==> config.mk <==
export PLATFORM = sky130hd
export DESIGN_NAME = tv_capture
export DESIGN_NICKNAME = d
export VERILOG_FILES = /design/src/rtl/tv_capture.sv
export SDC_FILE = /design/constraint.sdc
export NUM_CORES = 1
export LEC_CHECK = 0
export CELL_PAD_IN_SITES_DETAIL_PLACEMENT = 1
export CELL_PAD_IN_SITES_GLOBAL_PLACEMENT = 1
export CORE_MARGIN = 4
export CORE_UTILIZATION = 57
export CTS_CLUSTER_SIZE = 12
export DETAILED_ROUTE_END_ITERATION = 8
export PLACE_DENSITY = 0.82
export SKIP_CTS_REPAIR_TIMING = 1
export SLEW_MARGIN = 20
export SYNTH_ARGS = -nofsm -noshare
export SYNTH_HDL_FRONTEND = slang
export SYNTH_SLANG_ARGS = --single-unit
export TNS_END_PERCENT = 50
==> constraint.sdc <==
create_clock -name clk -period 6.98 [get_ports clk]
set_input_delay 1.396 -clock clk [delete_from_list [all_inputs] [get_ports clk]]
set_output_delay 1.396 -clock clk [all_outputs]
set_load 0.05 [all_outputs]
==> src/rtl/tv_capture.sv <==
`default_nettype none
// ============================================================================
//  Module   : tv_capture
//  Purpose  : Samples live {A, B, Y} stimulus/response tuples from a running
//             DUT. Each tuple is packed into one test-vector word with A in
//             the MSBs, then B, then Y in the LSBs. Words are buffered in a
//             small FIFO and streamed out over a valid/ready interface. A run
//             stops after NUM_VECTORS accepted vectors. The FIFO then drains,
//             and the block reports done.
//
//  Ports    : clk        in   rising-edge clock
//             reset      in   synchronous, active-low reset
//             start      in   one-cycle pulse; begins a run from IDLE/DONE
//             sample_en  in   capture a_in/b_in/y_in this cycle
//             a_in       in   [A_W]  stimulus A
//             b_in       in   [B_W]  stimulus B
//             y_in       in   [Y_W]  DUT response Y
//             tv_data    out  [A_W+B_W+Y_W]  packed vector {A,B,Y}
//             tv_valid   out  tv_data holds an unread vector
//             tv_ready   in   downstream accepts tv_data
//             busy       out  run in progress (CAPTURE or DRAIN)
//             done       out  run complete and FIFO drained
//             overflow   out  sticky; a sample was dropped on a full FIFO
//             count      out  [8] vectors accepted this run
//
//  Options  : TV_CAPTURE_DEDUP_EN. When defined, a sample identical to the
//             last accepted vector of the current run is silently discarded.
//
//  Revision : 1.0  initial release
// ============================================================================
module tv_capture #(
  parameter int A_W         = 8,
  parameter int B_W         = 4,
  parameter int Y_W         = 8,
  parameter int DEPTH       = 16,
  parameter int NUM_VECTORS = 50
) (
  input  logic                     clk,
  input  logic                     reset,
  input  logic                     start,
  input  logic                     sample_en,
  input  logic [A_W-1:0]           a_in,
  input  logic [B_W-1:0]           b_in,
  input  logic [Y_W-1:0]           y_in,
  output logic [A_W+B_W+Y_W-1:0]   tv_data,
  output logic                     tv_valid,
  input  logic                     tv_ready,
  output logic                     busy,
  output logic                     done,
  output logic                     overflow,
  output logic [7:0]               count
);

  localparam int                 c_VEC_W   = A_W + B_W + Y_W;
  localparam int                 c_PTR_W   = $clog2(DEPTH);
  localparam logic [7:0]         c_NUM     = 8'(NUM_VECTORS);
  localparam logic [c_PTR_W:0]   c_PTR_ONE = (c_PTR_W+1)'(1);

  typedef enum logic [1:0] {
    S_IDLE    = 2'd0,
    S_CAPTURE = 2'd1,
    S_DRAIN   = 2'd2,
    S_DONE    = 2'd3
  } state_t;

  state_t               r_state;
  logic [c_PTR_W:0]     r_wr_ptr;
  logic [c_PTR_W:0]     r_rd_ptr;
  logic [c_VEC_W-1:0]   r_mem [DEPTH];
  logic [7:0]           r_count;
  logic                 r_overflow;
  logic                 r_busy;
  logic                 r_done;

  logic [c_VEC_W-1:0]   w_vec;
  logic                 w_empty;
  logic                 w_full;
  logic                 w_start;
  logic                 w_take;
  logic                 w_push;
  logic                 w_pop;
  logic                 w_dup;

  assign w_vec = {a_in, b_in, y_in};

  // Pointers carry one extra wrap bit. Equal pointers mean empty. Equal
  // indices with differing wrap bits mean full.
  assign w_empty = (r_wr_ptr == r_rd_ptr);
  assign w_full  = (r_wr_ptr[c_PTR_W] != r_rd_ptr[c_PTR_W]) &&
                   (r_wr_ptr[c_PTR_W-1:0] == r_rd_ptr[c_PTR_W-1:0]);

  // start is only honoured when no run is in progress.
  assign w_start = start && ((r_state == S_IDLE) || (r_state == S_DONE));

  // A qualifying sample either pushes, or is dropped with overflow. The full
  // test uses pre-edge occupancy, so a same-cycle pop cannot make room.
  assign w_take = (r_state == S_CAPTURE) && sample_en && !w_dup;
  assign w_push = w_take && !w_full;
  assign w_pop  = tv_valid && tv_ready;

`ifdef TV_CAPTURE_DEDUP_EN
  logic [c_VEC_W-1:0]   r_last;
  logic                 r_last_vld;

  assign w_dup = r_last_vld && (w_vec == r_last);

  // Tracks the most recent vector that actually entered the FIFO. Invalidating
  // it on start guarantees the first sample of a run is always accepted.
  always_ff @(posedge clk) begin
    if (!reset) begin
      r_last_vld <= 1'b0;
      r_last     <= '0;
    end else if (w_start) begin
      r_last_vld <= 1'b0;
    end else if (w_push) begin
      r_last     <= w_vec;
      r_last_vld <= 1'b1;
    end
  end
`else
  assign w_dup = 1'b0;
`endif

  // Storage array, deliberately left without reset. Unread entries are never
  // exposed because tv_data is masked while the FIFO is empty.
  always_ff @(posedge clk) begin
    if (w_push) begin
      r_mem[r_wr_ptr[c_PTR_W-1:0]] <= w_vec;
    end
  end

  // Control FSM, FIFO pointers and registered status outputs.
  always_ff @(posedge clk) begin
    if (!reset) begin
      r_state    <= S_IDLE;
      r_wr_ptr   <= '0;
      r_rd_ptr   <= '0;
      r_count    <= '0;
      r_overflow <= 1'b0;
      r_busy     <= 1'b0;
      r_done     <= 1'b0;
    end else begin
      if (w_start) begin
        r_wr_ptr <= '0;
        r_rd_ptr <= '0;
      end else begin
        if (w_push) begin
          r_wr_ptr <= r_wr_ptr + c_PTR_ONE;
        end
        if (w_pop) begin
          r_rd_ptr <= r_rd_ptr + c_PTR_ONE;
        end
      end

      case (r_state)
        S_IDLE, S_DONE: begin
          if (w_start) begin
            r_state    <= S_CAPTURE;
            r_count    <= '0;
            r_overflow <= 1'b0;
            r_busy     <= 1'b1;
            r_done     <= 1'b0;
          end
        end
        S_CAPTURE: begin
          if (w_push) begin
            r_count <= r_count + 8'd1;
            // Once the final vector is accepted, further samples are ignored.
            // This keeps count saturated at NUM_VECTORS.
            if ((r_count + 8'd1) == c_NUM) begin
              r_state <= S_DRAIN;
            end
          end else if (w_take) begin
            r_overflow <= 1'b1;
          end
        end
        S_DRAIN: begin
          if (w_empty) begin
            r_state <= S_DONE;
            r_busy  <= 1'b0;
            r_done  <= 1'b1;
          end
        end
        default: begin
          r_state <= S_IDLE;
          r_busy  <= 1'b0;
          r_done  <= 1'b0;
        end
      endcase
    end
  end

  assign tv_valid = !w_empty;
  assign tv_data  = w_empty ? '0 : r_mem[r_rd_ptr[c_PTR_W-1:0]];
  assign busy     = r_busy;
  assign done     = r_done;
  assign overflow = r_overflow;
  assign count    = r_count;

endmodule
`default_nettype wire

=== Word-level counts from Yosys, hierarchy flattened ===
Memory sizes are Yosys's and may differ from the RTL's. A register that Yosys moved wholly into a read port is not among the register bits.
Index checks and enable logic that the tools add are counted.

* Memory bits (read-only): 0
* Memories: 1
* Output and inout port bits: 32
* Bits in latches: 0
* Input port bits: 25
* Flip-flop bits (word level): 23
* Word-level logic and storage cells: 64
* RAM bits: 320

* Shift-type cells: 0
* Mux-type cells: 22
* Add/subtract/negate cells: 3
* Order comparisons: 0
* Reduce and logical (&&, ||, !) cells: 17
* Multiply operators: 0
* Bitwise logic cells: 1
* Div/mod/pow operators: 0
* Equal/unequal tests: 13

{| class="wikitable"
|+ Memory list
! name !! words !! bits a word !! rd ports !! clocked after memory_dff !! write ports !! line !! source
|-
| r_mem || 16 || 20 || 1 || 1 || 1 || 69 || <nowiki>logic [c_VEC_W-1:0] r_mem [DEPTH];</nowiki>
|}

{| class="wikitable"
|+ Operator list
! operator !! count
|-
| 20-bit two-way mux || 1
|-
| 8-bit two-way mux || 2
|-
| 8-bit one-hot mux with 2 select lines || 1
|-
| 5-bit by 1-bit adder with 5-bit output (second input constant) || 2
|-
| 2-bit inequality test (second input constant) || 5
|-
| 8-bit by 1-bit adder with 8-bit output (second input constant) || 1
|-
| 8-bit by 6-bit equality test with 1-bit output (second input constant) || 1
|-
| 1-bit two-way mux || 8
|-
| 2-bit two-way mux || 4
|-
| 4-bit two-way mux || 2
|-
| 4-bit AND reduction || 2
|-
| 1-bit one-hot mux with 2 select lines || 3
|-
| 2-bit one-hot mux with 3 select lines || 1
|-
| 3-bit AND reduction || 2
|-
| 5-bit equality test || 1
|-
| 1-bit logical AND || 5
|-
| 2-bit equality test (second input constant) || 2
|-
| 4-bit equality test || 1
|-
| 2-bit nonzero test || 2
|-
| 2-bit OR reduction || 2
|-
| 2-bit by 1-bit equality test with 1-bit output (second input constant) || 1
|-
| 1-bit zero test || 2
|-
| 2-bit zero test || 1
|-
| 2-bit by 1-bit inequality test with 1-bit output (second input constant) || 1
|-
| 3 further kinds || 3
|}

=== Logic depth before layout (Yosys ltp) ===
* Depth after elaboration: 6
* Depth in mapped cells: 8
* Depth with buffers taken out: 7

=== Worst setup path after synthesis ===
No wires, ideal clock.

* Path type: input-to-reg
* Start: input sample_en
* End: memory r_mem[3][0] in the netlist's numbering (enable)
* Setup slack: 3.299 ns
* Buffers on the path: 1
* Data arrival time: 3.259 ns
* Stages on the path: 4
* Setup time: 0.422 ns
* Required time: 6.558 ns
* Cells stage by stage: o211a_1 > buf_4 > nand2_1 > nor3_1

* Word-level cells in the longest chain between the ends: 4

{| class="wikitable"
|+ Ends and longest elaborated chain
! what !! line !! source
|-
| from (decl) || 41 || <nowiki>input logic sample_en,</nowiki>
|-
| 1-bit logical AND || 97 || <nowiki>assign w_take = (r_state == S_CAPTURE) && sample_en && !w_dup;</nowiki>
|-
| 1-bit logical AND || 98 || <nowiki>assign w_push = w_take && !w_full;</nowiki>
|-
| 1-bit two-way mux || 127 || <nowiki>if (w_push) begin</nowiki>
|-
| 1-bit two-way mux (implied by the code) || 128 || <nowiki>r_mem[r_wr_ptr[c_PTR_W-1:0]] <= w_vec;</nowiki>
|-
| to (decl) || 69 ||
|}

Every way passes these cells.

==> summary.md <==
| Metric | Value |
|---|---|
| PortBufs | `56` |
| Layout area overhead | `14.5%` |
| Synth Instances | `659` |
| Overflow after GRT | `0` |
| Vias in the first global route | `7459` |
| Final number of setup-violating endpoints | `0` |
| Synth unique cells | `40` |
| Worst clock skew | `7.77 ps` |
| Worst vdd ir | `0.212 mV` |
| CP Data Required Time | `5580 ps` |
| Final wirelength | `31900 microns` |
| Worst Setup Path Type | `reg2out` |
| DRC | `0` |
| Synthesis Warnings | `0` |
| Final Hold Viols | `0` |
| Root Driver | `clkbuf_16` |
| Max cap viols | `0` |
| Gpl congestion | `0.784` |
| CP max FO | `45` |
| Initial Util | `58.0%` |
| Clock buffer depth | `3` |
| Cell family with most CP delay | `buffers and inverters` |
| RSZ-0062 raised after global routing | `false` |
| Largest net degree at the start of global routing | `81` |
| Chip width | `163 microns` |
| Syn Area/Cell | `20.7 sq um` |
| Worst hold path type | `reg2reg` |
| Initial antenna violation count | `0` |
| Relative slew margins | `26.3%` |
| Max Clk Rate | `184 MHz` |
| Global Route Usage Sum | `25.1%` |
| Synth Register Bits | `347` |
| Diode count | `0` |
| ANT nets after route | `0` |
| Pwr dens | `288 nW/um^2` |
| H-tree depth | `2` |
| Area of the multi-input gates | `3400 sq um` |
| Max-slew violations | `0` |
| Die area | `26500 sq um` |
| Share of cells above drive strength 1 | `22.3%` |
| Post-Syn Area | `13700 sq um` |
| Top FF cell, synth | `edfxtp_1` |
| Met1 usage | `34.0%` |
| Num ports | `57` |
| Cell Area, Placed | `14600 sq um` |
| Setup TNS | `0 ps` |
| Reg area | `10200 sq um` |
| Least-Margin Pin Slew | `1100 ps` |
| Placed insts | `1011` |
| # rows | `56` |
| Max stage delay cell, worst path | `dfxtp_4` |
| Sequential-to-total area share from yosys stat | `74.3%` |
| CP Data Arrival Time | `4040 ps` |
| Core area | `23500 sq um` |
| CTS tree | `done` |
| CP Capture Type | `output pin` |
| Crit start category | `register` |
| Met2 Use GR | `43.4%` |
| Leakage power | `4.76 nW` |
| CP max stage delay | `950 ps` |
| Fin crit share | `77.9%` |
| Crit path cell chain | `buf_4, mux4_1, mux4_2, and2_1, clkdlybuf4s50_1` |
| # fillers | `1930` |
| First-pass GRT wire length | `48100 microns` |
| Post-synth net total | `693` |
| Post-synth EDFFs | `320` |
| Dpl hpwl | `16700 microns` |
| Ys async rst share | `0%` |
| Design area | `15600 sq um` |
| CTS sink count | `347` |
| First DRT Iteration DRCs | `625` |
| Fin nets | `765` |
| Die Y | `163 microns` |
| Reg clk slew, reported paths | `60 ps` |
| Busiest grt layer | `met2` |
| Time the worst path needs with I/O delays and setup | `5440 ps` |
| WL/cell | `29.9 microns` |
| Status | `finished, final reports clean` |
| Met3 usage | `4.20%` |
| Final non-filler cell total | `1068` |
| Via count | `6820` |
| Routed vias/inst | `6.39` |
| Drt pass-1 iters | `5` |
| Clock latency on the worst-skew pair | `500 ps` |
| Num CTS Buffers | `36` |
| Worst path bufs/invs | `2` |
## cell usage after synthesis, types with 2 or more instances
cell | instances | area [sq um]
nand4_1 | 3 | 18.8
edfxtp_1 | 320 | 9610
or3b_2 | 2 | 17.5
ha_1 | 9 | 113
nor2_1 | 32 | 120
inv_1 | 12 | 45.0
dfxtp_1 | 27 | 541
o22ai_1 | 5 | 31.3
nand3b_1 | 3 | 22.5
o21ai_0 | 10 | 50.1
xnor2_1 | 7 | 61.3
and3_1 | 2 | 12.5
and2_1 | 20 | 125
mux2i_1 | 4 | 40.0
nand3_1 | 7 | 35.0
xor2_1 | 4 | 35.0
a21oi_1 | 10 | 50.1
nor2b_1 | 4 | 25.0
nor3_1 | 6 | 30.0
mux4_1 | 4 | 105
a211oi_1 | 2 | 15.0
clkbuf_1 | 18 | 67.6
nand2_1 | 21 | 78.8
buf_6 | 3 | 33.8
buf_4 | 10 | 75.1
or3_1 | 3 | 18.8
nand2b_1 | 3 | 18.8
mux4_2 | 96 | 2160
## registers in the layout, summed over array words and instances (netlist names), named ones only
register and cells:
r_wr_ptr 5, done 1, busy 1, r_state 2, overflow 1, count 8
r_mem 320, r_rd_ptr 5
## placed cells by master, fill, tap and decap left out, drive strengths merged, types with 2 or more instances in the layout
master         Yosys  final
nand2b             3      3
a21oi             10     10
buf               13      9
nand4              3      3
and3               2      2
mux2i              4      4
o22ai              5      5
xor2               4      4
inv               12     12
nor3               6      6
edfxtp           320    320
dfxtp             27     27
o21ai             12     12
nand3              7      7
nand2             21     21
or3b               2      2
or3                3      3
nor2              32     32
ha                 9      9
and2              20     20
a211oi             2      2
a21boi             2      2
xnor2              7      7
mux4             100    100
clkinv             0      6
clkbuf            18     50
nor2b              4      4
clkdlybuf4s50      0     56
nand3b             3      3
## worst min-delay path, delay by kind of cell, from the launching register on
kind / cells / cell delay (ps)
DFF: 1 / 340
and+or+nand+nor: 1 / 90
AOI/OAI and AO/OA: 1 / 50
## area by class of cell
type / count / area share [%]
Tap cell: 319 / 2.55
Clock inverter: 6 / 0.168
Timing Repair Buffer: 65 / 4.09
Sequential cell: 347 / 64.9
Clock buffer: 50 / 6.23
Multi-Input combinational cell: 269 / 21.7
Inverter: 12 / 0.288
## final timing paths
kind	depth (start not counted)	slack [ps]	end	startpoint
worst min-delay path	2	510	overflow$_SDFFE_PN0P_	overflow$_SDFFE_PN0P_
worst max register to register	5	3910	r_mem[7][9]$_DFFE_PP_	r_wr_ptr[2]$_SDFFE_PP0P_
worst min register to register	2	510	overflow$_SDFFE_PN0P_	overflow$_SDFFE_PN0P_
worst max-delay path	5	1540	tv_data[13]	register
## layer usage
metal,up-vias,wire length [microns]
met4,0,544
met1,3669,12500
met2,282,16900
met3,41,2030
li1,2828,-
met5,-,0
## report_power, final
part	switching, W	internal (W)	total, W	leakage, nW
registers	0.0000323	0.00230	0.00234	3.10
clock network	0.000723	0.000965	0.00169	0.488
logic	0.000295	0.000193	0.000488	1.17
## per-stage QoR
stage / utilization, % / total power, W / setup WS (ps) / hold slack (ps)
2_1_floorplan: - / 0.00271 / 3300 / 451
6_report: 66.5 / 0.00451 / 1540 / 505
4_1_cts: 66.4 / 0.00455 / 1430 / 514
3_3_place_gp: 62.1 / 0.00284 / 2100 / 468
3_5_place_dp: 62.1 / 0.00287 / 2070 / 491
5_1_grt: 66.5 / 0.00467 / 1300 / 539
## logic make-up (layout without fill, tap and decap cells)
kind of cell | count (synthesis) | count (layout) | synth area share (%)
AND/OR/NAND/NOR | 108 | 108 | 3.96
flip-flops | 347 | 347 | 74.3
AO/OA/AOI/OAI | 37 | 37 | 1.72
multiplexers | 104 | 104 | 16.9
adder cells (fa/ha/maj) | 9 | 9 | 0.824
buffers and inverters | 43 | 133 | 1.62
XOR/XNOR | 11 | 11 | 0.705
No activity file was read; power rests on OpenSTA's default activity.
